`src/rtl/mod_counter_cascade.sv`:
```
//------------------------------------------------------------------------------
// mod_counter_cascade
// Multi-digit modulo-BASE up/down counter with ripple carry/borrow between
// digits, synchronous clear/load (with per-digit clamp), wrap or saturate
// mode, and a registered one-cycle limit (overflow/underflow) pulse.
// Revision: 1.0 - initial release
//------------------------------------------------------------------------------
`default_nettype none

module mod_counter_cascade #(
  parameter int DIGITS = 4,
  parameter int BASE   = 10,
  parameter int DW     = 4
) (
  input  logic                 clk,
  input  logic                 rst,
  input  logic                 en,
  input  logic                 up_dn,
  input  logic                 sat_mode,
  input  logic                 clr,
  input  logic                 load,
  input  logic [DIGITS*DW-1:0] load_val,
  output logic [DIGITS*DW-1:0] count,
  output logic                 ovf,
  output logic                 is_zero,
  output logic                 is_max
);

  localparam int            W       = DIGITS * DW;
  localparam logic [DW-1:0] DIG_MAX = DW'(BASE - 1);

  // A digit field must be able to hold BASE-1 and the modulus must be useful.
  generate
    if (BASE < 2 || BASE > (1 << DW)) begin : g_param_check
      $error("mod_counter_cascade: BASE must be in 2..2**DW");
    end
  endgenerate

  logic [W-1:0] count_q, count_d;
  logic         ovf_q, ovf_d;
  logic         all_max, all_zero;

  // Limit detection: every digit at BASE-1, or every digit at 0.
  always_comb begin
    all_max  = 1'b1;
    all_zero = 1'b1;
    for (int i = 0; i < DIGITS; i++) begin
      if (count_q[i*DW +: DW] != DIG_MAX) all_max  = 1'b0;
      if (count_q[i*DW +: DW] != '0)      all_zero = 1'b0;
    end
  end

  // Next-state: clr > load > en > hold. The carry/borrow enters at digit 0 and
  // propagates only through digits sitting at the rollover value.
  always_comb begin
    logic          carry;
    logic          limit;
    logic [DW-1:0] dig;
    logic [DW-1:0] ld;
    count_d = count_q;
    ovf_d   = 1'b0;
    carry   = 1'b1;
    limit   = up_dn ? all_max : all_zero;
    dig     = '0;
    ld      = '0;
    if (clr) begin
      count_d = '0;
    end else if (load) begin
      for (int i = 0; i < DIGITS; i++) begin
        ld = load_val[i*DW +: DW];
        count_d[i*DW +: DW] = (ld > DIG_MAX) ? DIG_MAX : ld;
      end
    end else if (en) begin
      ovf_d = limit;
      // Saturating at a limit: keep the value, just report the attempt.
      if (!(limit && sat_mode)) begin
        for (int i = 0; i < DIGITS; i++) begin
          dig = count_q[i*DW +: DW];
          if (up_dn) begin
            if (carry) count_d[i*DW +: DW] = (dig == DIG_MAX) ? '0 : dig + DW'(1);
            carry = carry & (dig == DIG_MAX);
          end else begin
            if (carry) count_d[i*DW +: DW] = (dig == '0) ? DIG_MAX : dig - DW'(1);
            carry = carry & (dig == '0);
          end
        end
      end
    end
  end

  // State register with asynchronous reset.
  always_ff @(posedge clk or posedge rst) begin
    if (rst) begin
      count_q <= '0;
      ovf_q   <= 1'b0;
    end else begin
      count_q <= count_d;
      ovf_q   <= ovf_d;
    end
  end

  assign count   = count_q;
  assign ovf     = ovf_q;
  assign is_zero = all_zero;
  assign is_max  = all_max;

endmodule

`default_nettype wire

```
`config.mk`:
```
export PLATFORM = sky130hd
export DESIGN_NAME = mod_counter_cascade
export DESIGN_NICKNAME = d
export VERILOG_FILES = /design/src/rtl/mod_counter_cascade.sv
export SDC_FILE = /design/constraint.sdc
export NUM_CORES = 1
export LEC_CHECK = 0
export CORE_MARGIN = 2
export CORE_UTILIZATION = 60
export CTS_CLUSTER_SIZE = 20
export DETAILED_ROUTE_END_ITERATION = 10
export DONT_BUFFER_PORTS = 1
export PLACE_DENSITY = 0.78
export SETUP_SLACK_MARGIN = 0.2
export SYNTH_ARGS = -nofsm -noshare
export SYNTH_HDL_FRONTEND = slang
export SYNTH_SLANG_ARGS = --single-unit
```
`constraint.sdc`:
```
create_clock -name clk -period 4.9 [get_ports clk]
set_input_delay 0.245 -clock clk [delete_from_list [all_inputs] [get_ports clk]]
set_output_delay 0.245 -clock clk [all_outputs]
set_load 0.1 [all_outputs]
```
# Yosys cells after proc, flatten, opt, wreduce, memory -nomap -nowiden
# Cells that the tools add are included.
[totals]
wordCells = 100
regBits = 17
in_bits = 23
output_inout_bits = 19
[op_classes]
order_cmp = 4
n_bitwise = 4
addsub = 8
reduce_logical = 17
mux = 53
eq_ne = 9
[op_table]
columns = ["operator", "count"]
rows = [
  ["4-bit two-way mux", 22],
  ["16-bit two-way mux", 4],
  ["1-bit two-way mux", 27],
  ["4-bit by 1-bit adder with 4-bit output, second input constant", 4],
  ["4-bit == test, second input constant", 4],
  ["4-bit greater-than comparator, second input constant", 4],
  ["4-bit zero test", 4],
  ["4-bit inequality test, second input constant", 4],
  ["4-bit nonzero test", 4],
  ["4-bit by 1-bit subtractor with 4-bit output, second input constant", 4],
  ["3-bit nonzero test", 4],
  ["3-bit AND reduction", 3],
  ["1-bit AND", 4],
  ["3-bit inequality test, second input constant", 1],
  ["2-bit AND reduction", 1],
  ["1-bit logical AND", 1],
]

# Depth between registers and ports, before layout
[logic_depth]
word_depth = 29
ltp_mapped = 7
ltp_nobuf = 7

# Worst setup path before layout
# No wires, ideal clock.
[synth_path]
kind = "register -> output"
startpoint = "register count_q[12] (netlist: count[12])"
endpoint = "output is_zero"
t_arrival_ns = 3.953
path_stages_with_launch = 7
t_required_ns = 4.655
path_buffers = 0
setup_slack_ns = 0.702
path_cell_list = "dfrtp_1 > inv_1 > ha_1 > nor4b_4 > nand4_2 > or3_1 > nor3_1"
[synth_via]
elab_chain_len = 2
[synth_rtl]
columns = ["element", "line_no", "source"]
rows = [
  ["from (decl)", "39", "logic [W-1:0] count_q, count_d;"],
  ["from (signal assigned)", "97", "count_q <= count_d;"],
  ["4-bit nonzero test", "49", "if (count_q[i*DW +: DW] != '0) all_zero = 1'b0;"],
  ["1-bit two-way mux", "49", ""],
  ["to (decl)", "25", "output logic is_zero,"],
]
# No other way between the ends.

# Final worst setup path
[layout_path]
startpoint = "register count_q[9] (netlist: count[9])"
endpoint = "output is_zero"
[layout_via]
elab_chain_len = 3
[layout_rtl]
columns = ["element", "line_no"]
rows = [
  ["4-bit nonzero test", "49"],
  ["1-bit two-way mux (2 in a row)", "49"],
]
# No other way between the ends.

==> impl_results.md <==
- Status: complete, no violations
- CTS resizes: 0
- Initial antenna violation count: 0
- Asr flop ratio synth: 100%
- Antenna Violating Nets Remaining: 0
- Hold Crit Class: primary input to register
- Die width: 60.4 µm
- Leakage: 0.844 nW
- Pin count of the biggest net entering global routing: 38
- Critical path type: register to primary output
- Worst relative slew slack: 24.4%
- Vias in the first global route: 1731
- Cell count after synthesis: 223
- Delay-heaviest family, CP: simple AND/OR/NAND/NOR gates
- Fin. max-slew vios: 0
- Total iterations of the first detailed-routing run: 4
- CP max stage delay: 0.81 ns
- Final instance area: 2030 µm²
- Layout cells sized above 1: 16.7%
- CP max stage cell: dfrtp_1
- Post-layout min period: 3.24 ns
- Nets@finish: 256
- Total CTS buffers: 3
- Fin Setup TNS: 0 ns
- Cell Pwr Density: 276 nW/µm²
- Drc violations: 0
- Placer Congestion: 0.894
- Setup repair bufs after CTS: 0
- Yosys reg bits: 17
- Placed inst area: 1980 µm²
- Most frequent cells in the layout: nand2_1 (17), dfrtp_1 (17), inv_1 (16)
- Worst-path clk slew: 0.11 ns
- Drt initial violations: 105
- Total routed wirelength: 4920 µm
- Syn-to-layout area delta: 6.23%
- Total track usage: 28.4%
- TritonCTS Sinks: 17
- Later-pin clock latency in the skew report: 0.30 ns
- Synth warn: 0
- Mean number of vias per cell: 6.72
- H-tree levels: 1
- Placement Rows: 20
- Distinct cell type count after synthesis: 60
- Remaining global-route overflow: 0
- Worst-margin pin slew: 1.13 ns
- Clock buffer depth: 2
- Post-synth EDFFs: 0
- Peak VDD IR: 0.000193 V
- Starting Density: 63.0%
- Worst setup SP type: register
- Worst path cell trace: inv_1, ha_1, nor3b_1, nand4_2, or3_1, nor3_2, clkbuf_16
- Die area: 3650 µm²
- Port buffer count: 0
- Critical Path Fanout Max: 7
- Routed len/inst: 18.5 µm
- Fin. Hold Viols: 0
- Critical Path AT: 2.99 ns
- Final period util: 66.0%
- CP Buf/Inv Count: 2
- Critical Path End Type: primary output
- Endpoints failing setup: 0
- Wire length of the first global-routing pass: 7940 µm
- Synthesized area: 1910 µm²
- DP HPWL: 3600 µm
- Final core utilization: 66.9%
- I/O pin count: 42
- RSZ-0062 raised after global routing: no
- Required @ worst endpoint: 4.66 ns
- Mean Syn Cell Area: 8.56 µm²
- Total power: 0.000559 W
- Max Cap Viol: 0
- Syn_nets: 256
- Root Buffer: clkbuf_4
- Via count: 1788
- Register area share after synthesis: 22.3%
- Final setup skew: 0.00365 ns
- N_diodes: 0
- Commonest register cell after synthesis: dfrtp_1
- Core ar.: 3030 µm²
- CTS tree: built
- Die height: 60.4 µm
- Max frequency: 309 MHz
## synthesized netlist by cell type (all sizes together), types with 3 or more instances
master | instances | area [µm²]
a21boi | 4 | 30.0
a311o | 4 | 50.1
o31ai | 3 | 22.5
nand2 | 17 | 63.8
a211o | 3 | 26.3
dfrtp | 17 | 425
mux2i | 6 | 60.1
o221ai | 3 | 26.3
a32oi | 3 | 26.3
nor2 | 15 | 56.3
buf | 11 | 76.3
nand2b | 4 | 25.0
a21oi | 13 | 65.1
ha | 10 | 125
o21ai | 10 | 50.1
nand4 | 3 | 31.3
a31oi | 4 | 25.0
a221oi | 5 | 43.8
inv | 16 | 60.1
mux2 | 9 | 124
clkbuf | 5 | 18.8
nor3 | 6 | 40.0
xnor2 | 5 | 43.8
o211ai | 3 | 22.5
or3 | 3 | 18.8
nand3 | 9 | 45.0
## cell type report
| type | instances | area [µm²] |
|---|---|---|
| clock buffers | 4 | 26.3 |
| flip-flops and latches | 17 | 425 |
| multi-input cells | 173 | 1330 |
| repair buffers | 11 | 123 |
| fillers | 246 | 1000 |
| well taps | 44 | 55.1 |
| inverters | 17 | 63.8 |
## cell families (layout without fill, tap and decap cells)
kind of cell	count (synthesis)	in the layout	share of synthesized area (%)
adder cells (fa/ha/maj)	10	10	6.56
AO/OA/AOI/OAI	69	69	28.0
flip-flops	17	17	22.3
buffers and inverters	33	32	8.33
multiplexers	15	15	9.64
XOR/XNOR	6	6	2.75
AND/OR/NAND/NOR	73	73	22.4
## worst paths after layout
check | startpoint | to | slack, ns | depth (start not counted)
worst min-delay path | clr | count[5] | 0.07 | 1
max in group asynchronous | rst | count[12] | 3.97 | 2
worst max-delay path | count[9] | is_zero | 1.66 | 7
worst max register to register | count[8] | count[13] | 1.82 | 7
min in group asynchronous | rst | count[4] | 0.49 | 2
worst min register to register | count[1] | count[6] | 0.77 | 3
## where the power goes
part           internal [W]  leakage, nW  switching [W]
Clock             0.0000318       0.0150      0.0000480
Sequential         0.000152        0.223      0.0000935
Combinational     0.0000907        0.607       0.000142
Total              0.000275        0.844       0.000284
## per-layer routing
metal	track usage (%)	share of wire, %
met5	0	0
met3	8.96	7.4
met1	36.2	42
met4	7.62	1.2
met2	46.7	50
## worst reg2reg max path, delay by kind of cell (launching register included)
family                   cells  cell delay [ns]
flip-flops                   1             1.07
AO/OA/AOI/OAI                2             0.68
AND/OR/NAND/NOR              2             0.42
multiplexers                 1             0.34
adder cells (fa/ha/maj)      1             0.31
buffers and inverters        1             0.16
## sequential cells by signal, indices dropped and copies added (netlist names)
register	count
count	16
ovf	1
## per-stage QoR
stage | setup slack, ns | instances | hold WS, ns
floorplan | 0.702 | 223 | 0.171
detailed placement | 1.84 | 260 | 0.271
CTS | 1.65 | 266 | 0.0532
finish | 1.66 | 266 | 0.0707
global route | 1.51 | 266 | 0.0411
global placement | 1.93 | 260 | 0.259
## what timing repair did
item                       CTS  global route
hold buffers                 2             0
setup endpoints to repair    0             0
hold endpoints to repair    18             0
Note: power is estimated with default switching activity, not from simulation.
